**config.mk**
```make
export PLATFORM = sky130hd
export DESIGN_NAME = hw_status_logger
export DESIGN_NICKNAME = d
export VERILOG_FILES = /design/src/rtl/hw_status_logger.sv
export SDC_FILE = /design/constraint.sdc
export NUM_CORES = 1
export LEC_CHECK = 0
export CELL_PAD_IN_SITES_DETAIL_PLACEMENT = 1
export CELL_PAD_IN_SITES_GLOBAL_PLACEMENT = 1
export CORE_ASPECT_RATIO = 2
export CORE_MARGIN = 5
export CORE_UTILIZATION = 35
export DETAILED_ROUTE_END_ITERATION = 12
export HOLD_SLACK_MARGIN = 0.06
export PLACE_DENSITY_LB_ADDON = 0.1
export SLEW_MARGIN = 30
export SYNTH_ARGS = -nofsm -noshare
export SYNTH_HDL_FRONTEND = slang
export SYNTH_SLANG_ARGS = --single-unit
```
**constraint.sdc**
```tcl
create_clock -name clk -period 6.3 [get_ports clk]
set_input_delay 1.26 -clock clk [delete_from_list [all_inputs] [get_ports clk]]
set_output_delay 1.26 -clock clk [all_outputs]
set_load 0.01 [all_outputs]
```
**src/rtl/hw_status_logger.sv**
```systemverilog
// hw_status_logger: timestamps each rising edge of ps_interrupt and queues
// {timestamp, status_word} in a first-word-fall-through FIFO for the PS to
// pop. It also provides a level irq, a sticky overflow flag, a saturating
// drop counter, and the last status word seen.
module hw_status_logger #(
  parameter int DEPTH    = 16,
  parameter int TS_WIDTH = 32
) (
  input  logic                      clk,
  input  logic                      n_rst,
  input  logic [31:0]               status_word,
  input  logic                      ps_interrupt,
  input  logic                      irq_en,
  input  logic                      rd_en,
  input  logic                      clr_overflow,
  output logic [TS_WIDTH+31:0]      rd_data,
  output logic                      rd_valid,
  output logic [$clog2(DEPTH):0]    entry_count,
  output logic                      overflow,
  output logic [15:0]               drop_count,
  output logic [31:0]               last_status,
  output logic                      irq
);
  localparam int AW = $clog2(DEPTH);
  localparam int RW = TS_WIDTH + 32;
  localparam logic [AW:0] FULL_CNT = (AW+1)'(DEPTH);

  logic [TS_WIDTH-1:0] ts_q, ts_d;
  logic                prev_q, prev_d;
  logic [AW-1:0]       wr_ptr_q, wr_ptr_d, rd_ptr_q, rd_ptr_d;
  logic [AW:0]         count_q, count_d;
  logic [RW-1:0]       rd_data_q, rd_data_d;
  logic                overflow_q, overflow_d;
  logic [15:0]         drop_q, drop_d;
  logic [31:0]         last_q, last_d;
  logic                irq_q, irq_d;
  logic [RW-1:0]       mem_q [DEPTH];

  logic          evt, pop, push, drop, full;
  logic [RW-1:0] new_rec;

  // Event detect, FIFO bookkeeping, and next head / status computation.
  always_comb begin
    evt     = ps_interrupt & ~prev_q;
    full    = (count_q == FULL_CNT);
    pop     = rd_en && (count_q != '0);
    // When full, a same-cycle pop frees the slot for the incoming record.
    push    = evt && (!full || pop);
    drop    = evt && full && !pop;
    new_rec = {ts_q, status_word};

    ts_d     = ts_q + TS_WIDTH'(1);
    prev_d   = ps_interrupt;
    wr_ptr_d = push ? wr_ptr_q + AW'(1) : wr_ptr_q;
    rd_ptr_d = pop  ? rd_ptr_q + AW'(1) : rd_ptr_q;

    count_d = count_q;
    if (push && !pop)      count_d = count_q + (AW+1)'(1);
    else if (pop && !push) count_d = count_q - (AW+1)'(1);

    // rd_data is registered so that it holds when the FIFO is empty. The
    // next head is the record being written this cycle whenever that record
    // lands in the slot the read pointer will point to.
    rd_data_d = rd_data_q;
    if (count_d != '0) begin
      if (push && (wr_ptr_q == rd_ptr_d)) rd_data_d = new_rec;
      else                                rd_data_d = mem_q[rd_ptr_d];
    end

    // A drop in the same cycle as clr_overflow takes priority over the clear.
    overflow_d = overflow_q;
    drop_d     = drop_q;
    if (drop) begin
      overflow_d = 1'b1;
      if (clr_overflow)            drop_d = 16'd1;
      else if (drop_q != 16'hFFFF) drop_d = drop_q + 16'd1;
    end else if (clr_overflow) begin
      overflow_d = 1'b0;
      drop_d     = 16'd0;
    end

    last_d = evt ? status_word : last_q;
    irq_d  = irq_en && ((count_d != '0) || overflow_d);
  end

  // State registers with synchronous active-low reset.
  always_ff @(posedge clk) begin
    if (!n_rst) begin
      ts_q       <= '0;
      prev_q     <= 1'b0;
      wr_ptr_q   <= '0;
      rd_ptr_q   <= '0;
      count_q    <= '0;
      rd_data_q  <= '0;
      overflow_q <= 1'b0;
      drop_q     <= '0;
      last_q     <= '0;
      irq_q      <= 1'b0;
    end else begin
      ts_q       <= ts_d;
      prev_q     <= prev_d;
      wr_ptr_q   <= wr_ptr_d;
      rd_ptr_q   <= rd_ptr_d;
      count_q    <= count_d;
      rd_data_q  <= rd_data_d;
      overflow_q <= overflow_d;
      drop_q     <= drop_d;
      last_q     <= last_d;
      irq_q      <= irq_d;
    end
  end

  // FIFO storage. Reset leaves it alone because resetting the pointers
  // already discards every queued entry.
  always_ff @(posedge clk) begin
    if (n_rst && push) mem_q[wr_ptr_q] <= new_rec;
  end

  assign rd_data     = rd_data_q;
  assign rd_valid    = (count_q != '0);
  assign entry_count = count_q;
  assign overflow    = overflow_q;
  assign drop_count  = drop_q;
  assign last_status = last_q;
  assign irq         = irq_q;
endmodule

```
Word level (Yosys, flattened, before mapping)
Memories as Yosys holds them, arrays and structs flattened. A register that Yosys moved wholly into a read port is not among the register bits.
Index checks and enable logic that the tools add are counted.
{"block": "classes", "addsub": 6, "eq_ne": 2, "mux": 11, "bitwise": 2, "n_reduce_logical": 19}
{"op": "16-bit two-way mux", "count": 4}
{"op": "32-bit by 1-bit adder with 32-bit output, second input constant", "count": 1}
{"op": "16-bit by 1-bit adder with 16-bit output, second input constant", "count": 1}
{"op": "16-bit != test, second input constant", "count": 1}
{"op": "5-bit two-way mux", "count": 2}
{"op": "5-bit nonzero test", "count": 2}
{"op": "4-bit by 1-bit adder with 4-bit output, second input constant", "count": 2}
{"op": "1-bit logical AND", "count": 8}
{"op": "5-bit by 1-bit adder with 5-bit output, second input constant", "count": 1}
{"op": "5-bit == test, second input constant", "count": 1}
{"op": "5-bit by 1-bit subtractor with 5-bit output, second input constant", "count": 1}
{"op": "1-bit logical NOT", "count": 4}
{"op": "1-bit two-way mux", "count": 4}
{"op": "4-bit two-way mux", "count": 1}
{"op": "2-bit nonzero test", "count": 2}
{"op": "1-bit logical OR", "count": 2}
{"op": "2-bit AND reduction", "count": 1}
{"op": "1-bit AND", "count": 1}
{"op": "1-bit inverter", "count": 1}
{"block": "totals", "ff_bits": 96, "ram_bits": 1024, "inputBits": 38, "out_inout_bits": 120, "wordCells": 50, "mem_count": 1}
{"memory": "mem_q", "depth": 16, "width": 64, "rd": 1, "rd_clocked_by_memory_dff": 1, "write_ports": 1, "line_no": "37", "rtl": "logic [RW-1:0] mem_q [DEPTH];"}

Longest topological paths before layout
Gate-level depths: netlist (run 1).
{"block": "depth", "ltp_word": 11, "depth_mapped": 13}

Least setup slack after synthesis (run 1)
Ideal clock, no wire load.
{"block": "synth_path", "kind": "input-to-reg", "start": "input port ps_interrupt", "end": "memory mem_q[15][0] in the netlist's numbering, enable pin", "setup_ps": 487, "arrival_time_ps": 4929, "required_ps": 5813, "slack_ps": 884, "stages": 5, "path_cell_list": "nand2b_1 -> clkbuf_1 -> a31oi_1 -> nand2_1 -> nor2_1"}
{"block": "synth_via", "elab_chain_len": 5}
{"element": "from (decl)", "line_no": "12", "rtl": "input logic ps_interrupt,"}
{"element": "1-bit AND", "line_no": "44", "rtl": "evt = ps_interrupt & ~prev_q;"}
{"element": "1-bit logical AND", "line_no": "48", "rtl": "push = evt && (!full || pop);"}
{"element": "1-bit logical AND", "line_no": "116", "rtl": "if (n_rst && push) mem_q[wr_ptr_q] <= new_rec;"}
{"element": "1-bit two-way mux", "line_no": "116"}
{"element": "1-bit two-way mux (implied by the code)", "line_no": "116"}
{"element": "to (decl)", "line_no": "37"}
Every way passes these cells.

Worst setup path after layout (run 1)
{"block": "layout_path", "start": "register count_q[0] (netlist: entry_count[0])", "end": "output port rd_valid"}
{"block": "layout_via", "elab_chain_len": 1}
{"element": "from (decl)", "line_no": "31", "rtl": "logic [AW:0] count_q, count_d;"}
{"element": "from (signal assigned)", "line_no": "104", "rtl": "count_q <= count_d;"}
{"element": "5-bit nonzero test", "line_no": "120", "rtl": "assign rd_valid = (count_q != '0);"}
{"element": "to (decl)", "line_no": "17", "rtl": "output logic rd_valid,"}
Every way passes these cells.

==> run summary, run 1 <==
STATUS
------------------------------------------------------------------------------------
Status                                                                  finished clean

PWR
------------------------------------------------------------------------------------
Sequential fraction of design power                                            37.1%
Pint                                                                        15.96 mW
Sw frac                                                                       34.20%
Power per cell area                                                     376.2 nW/um^2
Share of power burned in combinational logic                                   33.5%
Power spent charging and discharging nets                                   8.293 mW
Clock power share                                                              29.4%
Leakage power total                                                         19.92 nW
Maximum vdd ir drop                                                      0.0003327 V

STA
------------------------------------------------------------------------------------
Worst Tran Pin Value                                                         1041 ps
RSZ-0062 raised after global routing                                              no
Min Clock Period, post-route                                                 5228 ps
Setup skew after layout                                                     30.11 ps
Smallest hold slack                                                         453.1 ps
Final Cycle Share                                                             82.99%
Final setup vio count                                                              0
Count of final max-slew check failures                                             0
Number of hold-slack violations in the final timing report                         0
Setup tns final                                                                 0 ps
Timing-limited maximum frequency                                           191.3 MHz
Relative slew slack                                                           30.35%

DRT
------------------------------------------------------------------------------------
Final routed wirelength across all metal layers                           192,800 um
Via count                                                                     36,890
Routed WL per cell                                                          29.99 um
Number of iterations in the first detailed-routing pass                            5
Number of nets still failing antenna checks after routing                          0
Avg Vias per Cell                                                              5.739
Number of design rule violations left after detail routing                         0
Initial detailed-routing violation count                                       2,259

LAYOUT
------------------------------------------------------------------------------------
Commonest non-fill, non-tap cell in the layout                              edfxtp_1
Area Growth Syn to Fin                                                        14.06%
Finished Layout Cells                                                          6,428
Layout cells sized above 1                                                    10.48%
Nets@finish                                                                    4,273
Commonest non-fill, non-tap cells in the layout                         edfxtp_1, mux2i_1, nand2_1

CLOCK NETWORK
------------------------------------------------------------------------------------
Post-CTS Setup Inserts                                                             0
Inserted Clock Buffers                                                           113
Number of H-tree levels                                                            3
CTS Hold Bufs                                                                      0
Clock transition at path regs                                                  70 ps
TritonCTS clock tree                                                             yes
CTS max path bufs                                                                  3
Post-cts repair resize count                                                       0
Sinks on Clock Net                                                             1,184
Clock root buffer                                                          clkbuf_16
Clk Latency, worst-skew pair                                                  720 ps

WORST SETUP PATH
------------------------------------------------------------------------------------
Largest delay contributor family on the critical path                   buffers and inverters
Worst-path maximum fanout                                                         38
Crit path max-delay cell type                                                  buf_4
Largest stage delay, worst path                                               750 ps
Buf/Inv on CP                                                                      5
Worst setup EP type                                                     primary output
Count of cell instances traversed by the critical path                             7
Critical path data required time                                             5040 ps
Category of the most critical setup path                                register to primary output
Chain of cells forming the critical path                                inv_1, ha_1, nor4b_4, buf_4, inv_4, buf_4, clkdlybuf4s50_1
Number of cells traversed by the worst register-to-register path                  12
Nature of the critical path startpoint                                      register
Most repeated library cell on the critical path                                buf_4
Signal arrival time at the worst endpoint                                    3970 ps

FLOORPLANNING
------------------------------------------------------------------------------------
Die X-Extent                                                                294.1 um
Core outline area                                                       160,600 um^2
Starting density of the core                                                  35.20%
Height of the die                                                           578.3 um
Die area                                                                170,100 um^2
Top Ports                                                                        158
Num rows                                                                         208

PLACEMENT
------------------------------------------------------------------------------------
Estimated wirelength of the detail-placed design                          111,200 um
Count of port buffers added during placement                                     157
Number of cells after detailed placement                                       6,210
Routability cong.                                                             0.7469

SYNTHESIS
------------------------------------------------------------------------------------
Synth cell types                                                                  66
Parity-gate share of the synthesized area counting xor and xnor cells        0.9343%
Dominant register cell in the synthesized netlist                           edfxtp_1
Share of async-settable or async-resettable flops after synthesis                 0%
Fraction of the mapped netlist area in simple logic gates                     8.280%
Synth Area in Compound Gates                                                  7.005%
Total of warnings raised by yosys                                                  0
Synth Cell Area                                                          56,520 um^2
Main combinational cell family by area after synthesis                  multiplexers
Count of flip-flops with a built-in enable after synthesis                     1,024
Proportion of synthesized area in mux cells                                   20.86%
Sequential-to-total area share from yosys stat                                60.08%
Average instance area after synthesis                                     13.52 um^2
Adder-Cell Fraction of Synth Area                                            0.1993%
FF+latch count, synth                                                          1,184
Number of standard cells after synthesis                                       4,179
Synthesized netlist net count                                                  4,226

GLOBAL ROUTING
------------------------------------------------------------------------------------
Overflow after GRT                                                                 0
Maximum number of pins on one net before global-route repair                     142
Number of antenna violations at the first check in global routing                 10
GR Util All Layers                                                            22.05%
Vias in the first global route                                                40,060
First-pass GRT wire length                                                278,000 um

WORST HOLD PATH
------------------------------------------------------------------------------------
Worst hold path type                                                    register to register
Depth of the worst hold-timing path                                                2

RUN
------------------------------------------------------------------------------------
Max-Cap Viols                                                                      0

worst min-delay path, cell delays in order (launching register included):
cell and delay [ps]:
dfxtp_1 310, nand2_1 50, a21oi_1 50
per-layer routing:
layer  track usage (%)  vias up  wire length [um]
met1             25.85    19630             76300
met3             2.391      251              6193
li1                  -    16260                 -
met4             5.956        2              4949
met2             42.42      745            105300
met5                 0        -                13
cells in the mapped netlist (14+ instances only):
cell type | n | share of area (%)
edfxtp_1 | 1024 | 54
mux2i_1 | 894 | 16
nand2_1 | 451 | 3.0
nand3_1 | 204 | 1.8
clkbuf_1 | 186 | 1.2
dfxtp_1 | 160 | 5.7
nor2_1 | 132 | 0.88
mux4_2 | 123 | 4.9
buf_2 | 108 | 0.96
a21oi_1 | 103 | 0.91
and2_1 | 78 | 0.86
a211oi_1 | 65 | 0.86
o21ai_1 | 63 | 0.56
a311oi_1 | 62 | 0.96
nor2b_1 | 62 | 0.69
a221oi_1 | 61 | 0.95
a32oi_1 | 57 | 0.88
o31ai_1 | 57 | 0.76
xor2_1 | 30 | 0.46
nor3_1 | 26 | 0.23
nand4_1 | 19 | 0.21
xnor2_1 | 17 | 0.26
buf_1 | 16 | 0.11
o22ai_1 | 16 | 0.18
o32ai_1 | 16 | 0.25
and3_1 | 14 | 0.15
logic make-up (layout without fill, tap and decap cells):
kind of cell / Yosys count / in the layout
buf+inv: 342 / 487
fa+ha+maj: 9 / 9
compound gates: 550 / 550
xor+xnor: 53 / 53
other cells: 0 / 4
mux: 1023 / 1023
flops: 1184 / 1184
simple gates: 1018 / 1018
registers in the layout, indices dropped and copies added (netlist names):
register / count
mem_q: 1024
rd_ptr_q: 4
rd_data: 64
overflow: 1
wr_ptr_q: 4
prev_q: 1
ts_q: 32
irq: 1
drop_count: 16
last_status: 32
entry_count: 5
power groups by stage:
stage | Sequential [mW] | Clock [mW] | Combinational, mW
2_1_floorplan | 9.05 | 0 | 5.46
3_3_place_gp | 9.18 | 0 | 8.20
3_5_place_dp | 9.17 | 0 | 8.24
4_1_cts | 9.00 | 7.33 | 8.27
5_1_grt | 9.02 | 7.64 | 8.66
6_report | 8.99 | 7.14 | 8.12
per-stage QoR:
step	util [%]	cell area, um^2	power, mW	setup WS (ps)
6_report	40.14	64460	24.25	1072
5_1_grt	40.14	64460	25.32	918.8
4_1_cts	40.12	64430	24.61	963.9
3_5_place_dp	37.74	60610	17.42	1372
3_3_place_gp	37.69	60530	17.38	1349
2_1_floorplan	-	56520	14.51	884.0
cell type report:
| cell class | instances | area, um^2 |
|---|---|---|
| fill | 16390 | 96110 |
| sequential | 1184 | 33960 |
| multi-input combinational | 2653 | 21280 |
| clock buffer | 159 | 3268 |
| timing repair buffer | 258 | 2686 |
| tap | 2100 | 2628 |
| clock inverter | 54 | 553.0 |
| inverter | 16 | 71.32 |
| antenna | 4 | 10.01 |
path summary, 6_finish.rpt:
check / startpoint / end / slack (ps)
min: last_status[20] / last_status[20] / 450
min reg2reg: last_status[20] / last_status[20] / 450
max: entry_count[0] / rd_valid / 1070
max reg2reg: entry_count[0] / rd_data[49] / 1560
Power figures use the tool's default switching activity.
==> inputs of run 2 (changes only) <==
- clock period: 6.3 -> 4.4 ns (I/O delays scaled with it)
==> run 2 against run 1 <==
Effect of this change:
- combinational power rose by 44%
- sequential share of layout area is 0.59 points lower
- first-iteration DRC count shrank 14%
- sequential power up 43%
==> run summary, run 2 (synthesis results as in run 1) <==
PLACEMENT
--------------------------------------------------------------------------------
Number of cells after detailed placement                                   6,241   +0.50%
Post-DP Area                                                         61,240 um^2   +1.0%
Count of port buffers added during placement                                 157   unchanged
Routability cong.                                                         0.7475   about the same
Estimated wirelength of the detail-placed design                      109,600 um   -1.5%

LAYOUT
--------------------------------------------------------------------------------
Number of filler cells placed in the layout                               16,270   -0.68%
Nets@finish                                                                4,304   +0.73%
Finished Layout Cells                                                      6,459   +0.48%
Commonest non-fill, non-tap cells in the layout                     edfxtp_1, mux2i_1, nand2_1
Commonest non-fill, non-tap cell in the layout                          edfxtp_1
Layout cells sized above 1                                                11.27%   +0.80 points
Final instance area                                                  65,190 um^2   +1.1%
Combined area of the multi-input logic cells                         21,270 um^2   about the same
Top register by number of flip-flops                                       mem_q
Area used by sequential logic in the layout                          33,960 um^2   unchanged
Largest register FFs                                                       1,024   unchanged
Area Growth Syn to Fin                                                    15.34%

CLOCK NETWORK
--------------------------------------------------------------------------------
TritonCTS clock tree                                                         yes
Sinks on Clock Net                                                         1,184   unchanged
Post-CTS Setup Inserts                                                         0   unchanged
Inserted Clock Buffers                                                       113   unchanged
CTS Hold Bufs                                                                  0   unchanged
Post-cts repair resize count                                                   0   unchanged
Clock transition at path regs                                              60 ps   about the same
Clock root buffer                                                      clkbuf_16
Clk Latency, worst-skew pair                                              720 ps   about the same
Number of H-tree levels                                                        3   unchanged
CTS max path bufs                                                              3   unchanged

GLOBAL ROUTING
--------------------------------------------------------------------------------
Maximum number of pins on one net before global-route repair                 132   -7.0%
Overflow after GRT                                                             0   unchanged
First-pass GRT wire length                                            276,100 um   -0.69%
GR Util All Layers                                                        21.83%   -0.22 points
Vias in the first global route                                            39,900   -0.38%
Number of antenna violations at the first check in global routing              9   -1

FLOORPLANNING
--------------------------------------------------------------------------------
Core outline area                                                   160,600 um^2   unchanged
Starting density of the core                                              35.20%   unchanged
Die area                                                            170,100 um^2   unchanged
Height of the die                                                       578.3 um   unchanged
Die X-Extent                                                            294.1 um   unchanged
Num rows                                                                     208   unchanged
Top Ports                                                                    158   unchanged

WORST SETUP PATH
--------------------------------------------------------------------------------
Endpoint of the worst-slack reg-to-reg timing path                   rd_data[51]
Category of the most critical setup path                            register to primary output
Signal arrival time at the worst endpoint                                3060 ps   -910 ps
Worst setup EP type                                                 primary output
R2r setup slk                                                             630 ps   -930 ps
Nature of the critical path startpoint                                  register
Reg2reg start                                                       entry_count[0]
Worst-path maximum fanout                                                     15   -61%
Critical path data required time                                         3520 ps   -1520 ps
Number of cells traversed by the worst register-to-register path              12   unchanged

PWR
--------------------------------------------------------------------------------
Power per cell area                                                 536.5 nW/um^2   +43%
Maximum vdd ir drop                                                  0.0003647 V   +9.6%
Leakage power total                                                     20.29 nW   +1.8%

STA
--------------------------------------------------------------------------------
Count of final max-slew check failures                                         0   unchanged
Min Clock Period, post-route                                             3936 ps
Final Cycle Share                                                         89.45%
Relative slew slack                                                       36.41%   +6.1 points
Worst Tran Pin Value                                                    950.8 ps   -90.61 ps
Number of hold-slack violations in the final timing report                     0   unchanged
Timing-limited maximum frequency                                       254.1 MHz
Smallest hold slack                                                     454.3 ps   +1.195 ps
Setup skew after layout                                                 34.30 ps   +4.191 ps
Final setup vio count                                                          0   unchanged
RSZ-0062 raised after global routing                                          no
Setup tns final                                                             0 ps   unchanged

DRT
--------------------------------------------------------------------------------
Via count                                                                 36,990   +0.26%
Initial detailed-routing violation count                                   1,949   -14%
Number of iterations in the first detailed-routing pass                        5   unchanged
Routed WL per cell                                                      29.45 um   -1.8%
Avg Vias per Cell                                                          5.726   -0.22%
Number of nets still failing antenna checks after routing                      0   unchanged
Final routed wirelength across all metal layers                       190,200 um   -1.3%
Number of design rule violations left after detail routing                     0   unchanged

WORST HOLD PATH
--------------------------------------------------------------------------------
Worst hold path type                                                register to register
Hold path startpoint                                                last_status[20]
Depth of the worst hold-timing path                                            2   unchanged
Endpoint of the worst hold-timing path                              last_status[20]

STATUS
--------------------------------------------------------------------------------
Status                                                              finished clean

RUN
--------------------------------------------------------------------------------
Max-Cap Viols                                                                  0   unchanged

## run 2: area by class of cell
cell class	count	area share, %
antenna	3	0.01152
multi-input combinational	2653	32.63
sequential	1184	52.10
clock inverter	59	0.9693
inverter	16	0.1094
tap	2100	4.031
clock buffer	155	5.035
timing repair buffer	289	5.117
## run 2: power breakdown
part	internal (mW)	switching, mW	total [mW]	leakage, nW
Combinational	4.85	6.89	11.7	7.76
Sequential	12.4	0.431	12.9	10.6
Clock	5.87	4.49	10.4	1.93
Total	23.2	11.8	35.0	20.3
## run 2: per-stage QoR
stage / utilization (%) / total power, mW / setup WS [ps]
2_1_floorplan: - / 20.80 / -636.0
3_3_place_gp: 38.14 / 24.97 / 620.8
4_1_cts: 40.57 / 35.49 / 399.1
6_report: 40.60 / 34.97 / 464.4
3_5_place_dp: 38.14 / 25.05 / 577.4
5_1_grt: 40.60 / 36.54 / 331.8
## run 2: per-layer routing
layer | vias up | track usage [%] | part of all wire (%)
met1 | 19720 | 25.80 | 40
met4 | 4 | 5.499 | 2.4
met3 | 242 | 2.210 | 3.2
met2 | 685 | 42.07 | 55
li1 | 16340 | - | -
met5 | - | 0 | 0.011
## run 2: worst max-delay path by stage
stage	start	endpoint	slack (ps)	cells after the start
finish	entry_count[0]	rd_valid	460	7
global route	entry_count[1]	rd_valid	330	7
CTS	entry_count[0]	rd_valid	400	7
detailed placement	ps_interrupt	rd_data[16]	580	8
global placement	ps_interrupt	rd_data[46]	620	8
floorplan	ps_interrupt	mem_q[15][0]	-640	5
## run 2: worst max-delay path, cell delays in order (launching register included)
cell and delay [ps]:
dfxtp_1 450, inv_1 120, ha_1 280, nor4b_4 150, buf_4 210, inv_4 140
buf_4 350, clkdlybuf4s50_1 630
==> inputs of run 3 (changes only) <==
- CELL_PAD_IN_SITES_DETAIL_PLACEMENT: 1 -> 0
==> run 3 against run 2 <==
Effect of this change:
- hold slack got worse by 2.1 ps
- flip-flop and latch count did not move
- clock skew rose by 3.5 ps
- critical endpoint unchanged
- largest cell class unchanged
==> run summary, run 3 (synthesis results as in run 1) <==
CLOCK NETWORK
--------------------------------------------------------------------------------
Clock root buffer                                                      clkbuf_16
Clock transition at path regs                                              70 ps   about the same
Sinks on Clock Net                                                         1,184   unchanged
Post-cts repair resize count                                                   0   unchanged
TritonCTS clock tree                                                         yes
CTS Hold Bufs                                                                  0   unchanged
CTS max path bufs                                                              3   unchanged
Inserted Clock Buffers                                                       113   unchanged
Number of H-tree levels                                                        3   unchanged
Clk Latency, worst-skew pair                                              720 ps   about the same
Post-CTS Setup Inserts                                                         0   unchanged

PWR
--------------------------------------------------------------------------------
Power per cell area                                                 536.0 nW/um^2   about the same
Leakage power total                                                     20.31 nW   +0.11%
Post-layout total power                                                 34.97 mW   about the same
Maximum vdd ir drop                                                  0.0003680 V   +0.90%

LAYOUT
--------------------------------------------------------------------------------
Commonest non-fill, non-tap cells in the layout                     edfxtp_1, mux2i_1, nand2_1
Nets@finish                                                                4,304   unchanged
Finished Layout Cells                                                      6,460   +0.015%
Area Growth Syn to Fin                                                    15.44%   about the same
Largest register FFs                                                       1,024   unchanged
Top register by number of flip-flops                                       mem_q
Commonest non-fill, non-tap cell in the layout                          edfxtp_1
Layout cells sized above 1                                                11.32%   +0.046 points

FLOORPLANNING
--------------------------------------------------------------------------------
Height of the die                                                       578.3 um   unchanged
Die X-Extent                                                            294.1 um   unchanged
Core outline area                                                   160,600 um^2   unchanged
Top Ports                                                                    158   unchanged
Num rows                                                                     208   unchanged
Starting density of the core                                              35.20%   unchanged
Die area                                                            170,100 um^2   unchanged

GLOBAL ROUTING
--------------------------------------------------------------------------------
Maximum number of pins on one net before global-route repair                 132   unchanged
Vias in the first global route                                            37,820   -5.2%
GR Util All Layers                                                        21.12%   -0.71 points
First-pass GRT wire length                                            264,300 um   -4.3%
Overflow after GRT                                                             0   unchanged
Number of antenna violations at the first check in global routing              8   -1

STA
--------------------------------------------------------------------------------
Min Clock Period, post-route                                             3941 ps   +5.430 ps
RSZ-0062 raised after global routing                                          no
Number of hold-slack violations in the final timing report                     0   unchanged
Final Cycle Share                                                         89.57%   +0.12 points
Smallest hold slack                                                     452.2 ps   -2.103 ps
Final setup vio count                                                          0   unchanged
Setup ws final                                                          458.9 ps   -5.430 ps
Relative slew slack                                                       35.61%   -0.80 points
Setup skew after layout                                                 37.80 ps   +3.508 ps
Timing-limited maximum frequency                                       253.7 MHz   -0.14%
Worst Tran Pin Value                                                    962.9 ps   +12.03 ps
Count of final max-slew check failures                                         0   unchanged
Setup tns final                                                             0 ps   unchanged

PLACEMENT
--------------------------------------------------------------------------------
Estimated wirelength of the detail-placed design                      105,000 um   -4.2%
Count of port buffers added during placement                                 157   unchanged
Worst setup timing slack at the placement stage                         611.5 ps   +34.10 ps
Routability cong.                                                         0.7475   unchanged
Number of cells after detailed placement                                   6,241   unchanged

DRT
--------------------------------------------------------------------------------
Routed WL per cell                                                      28.61 um   -2.8%
Number of iterations in the first detailed-routing pass                        6   +1
Via count                                                                 36,290   -1.9%
Final routed wirelength across all metal layers                       184,800 um   -2.8%
Number of nets still failing antenna checks after routing                      0   unchanged
Avg Vias per Cell                                                          5.618   -1.9%
Initial detailed-routing violation count                                   2,148   +10%
Number of design rule violations left after detail routing                     0   unchanged

WORST SETUP PATH
--------------------------------------------------------------------------------
Signal arrival time at the worst endpoint                                3060 ps   about the same
Nature of the critical path startpoint                                  register
Category of the most critical setup path                            register to primary output
Chain of cells forming the critical path                            inv_1, ha_1, nor4b_4, buf_4, inv_4, buf_4, clkdlybuf4s50_1
Worst-path maximum fanout                                                     15   unchanged
Largest stage delay, worst path                                           640 ps   about the same
Critical path data required time                                         3520 ps   about the same
Worst setup EP type                                                 primary output
Crit path max-delay cell type                                       clkdlybuf4s50_1
Most repeated library cell on the critical path                            buf_4

STATUS
--------------------------------------------------------------------------------
Status                                                              finished clean

WORST HOLD PATH
--------------------------------------------------------------------------------
Worst hold path type                                                register to register

RUN
--------------------------------------------------------------------------------
Max-Cap Viols                                                                  0   unchanged

run 3: cell count changes in the layout (fill, tap and decap cells not counted), sizes merged:
cell and change:
clkbuf +14, clkinv -14, buf +1, clkdlybuf4s50 -1, clkinvlp +1, diode +1
inv -1
run 3: path summary, 6_finish.rpt:
| kind | slack [ps] | startpoint | cells past startpoint | to |
|---|---|---|---|---|
| setup / recovery | 460 | entry_count[0] | 7 | rd_valid |
| hold reg to reg | 450 | last_status[18] | 2 | last_status[18] |
| hold / removal | 450 | last_status[18] | 2 | last_status[18] |
| setup reg to reg | 680 | entry_count[0] | 12 | rd_data[48] |
run 3: layer usage:
metal  up-vias  track usage, %  routed length, um
li1      16340               -                  -
met1     18920           24.93              72920
met2       803           40.17             100200
met3       228           2.655               6902
met4         4           5.710               4759
met5         -               0                 27
run 3: where the power goes:
part	internal (mW)	switching (mW)
combinational	4.85	6.82
sequential	12.4	0.424
clock	6.04	4.39
total	23.3	11.6
run 3: layout make-up:
type / instances / area [um^2]
diodes: 4 / 10.01
clock buffers: 169 / 3436
clock inverters: 45 / 534.3
fillers: 14860 / 95330
inverters: 16 / 71.32
multi-input cells: 2653 / 21270
flip-flops and latches: 1184 / 33960
well taps: 2100 / 2628
repair buffers: 289 / 3331
run 3: worst max-delay path: cells and delay by family (launching register included):
family / cells / cell delay, ps
buffers and inverters: 5 / 1470
flip-flops: 1 / 450
adder cells (fa/ha/maj): 1 / 270
AND/OR/NAND/NOR: 1 / 150
run 3: metrics by stage:
stage | utilization [%] | cell area, um^2
after global placement | 38.14 | 61240
after floorplan | - | 56530
after CTS | 40.61 | 65210
final | 40.63 | 65240
after global routing | 40.63 | 65240
after detailed placement | 38.14 | 61240
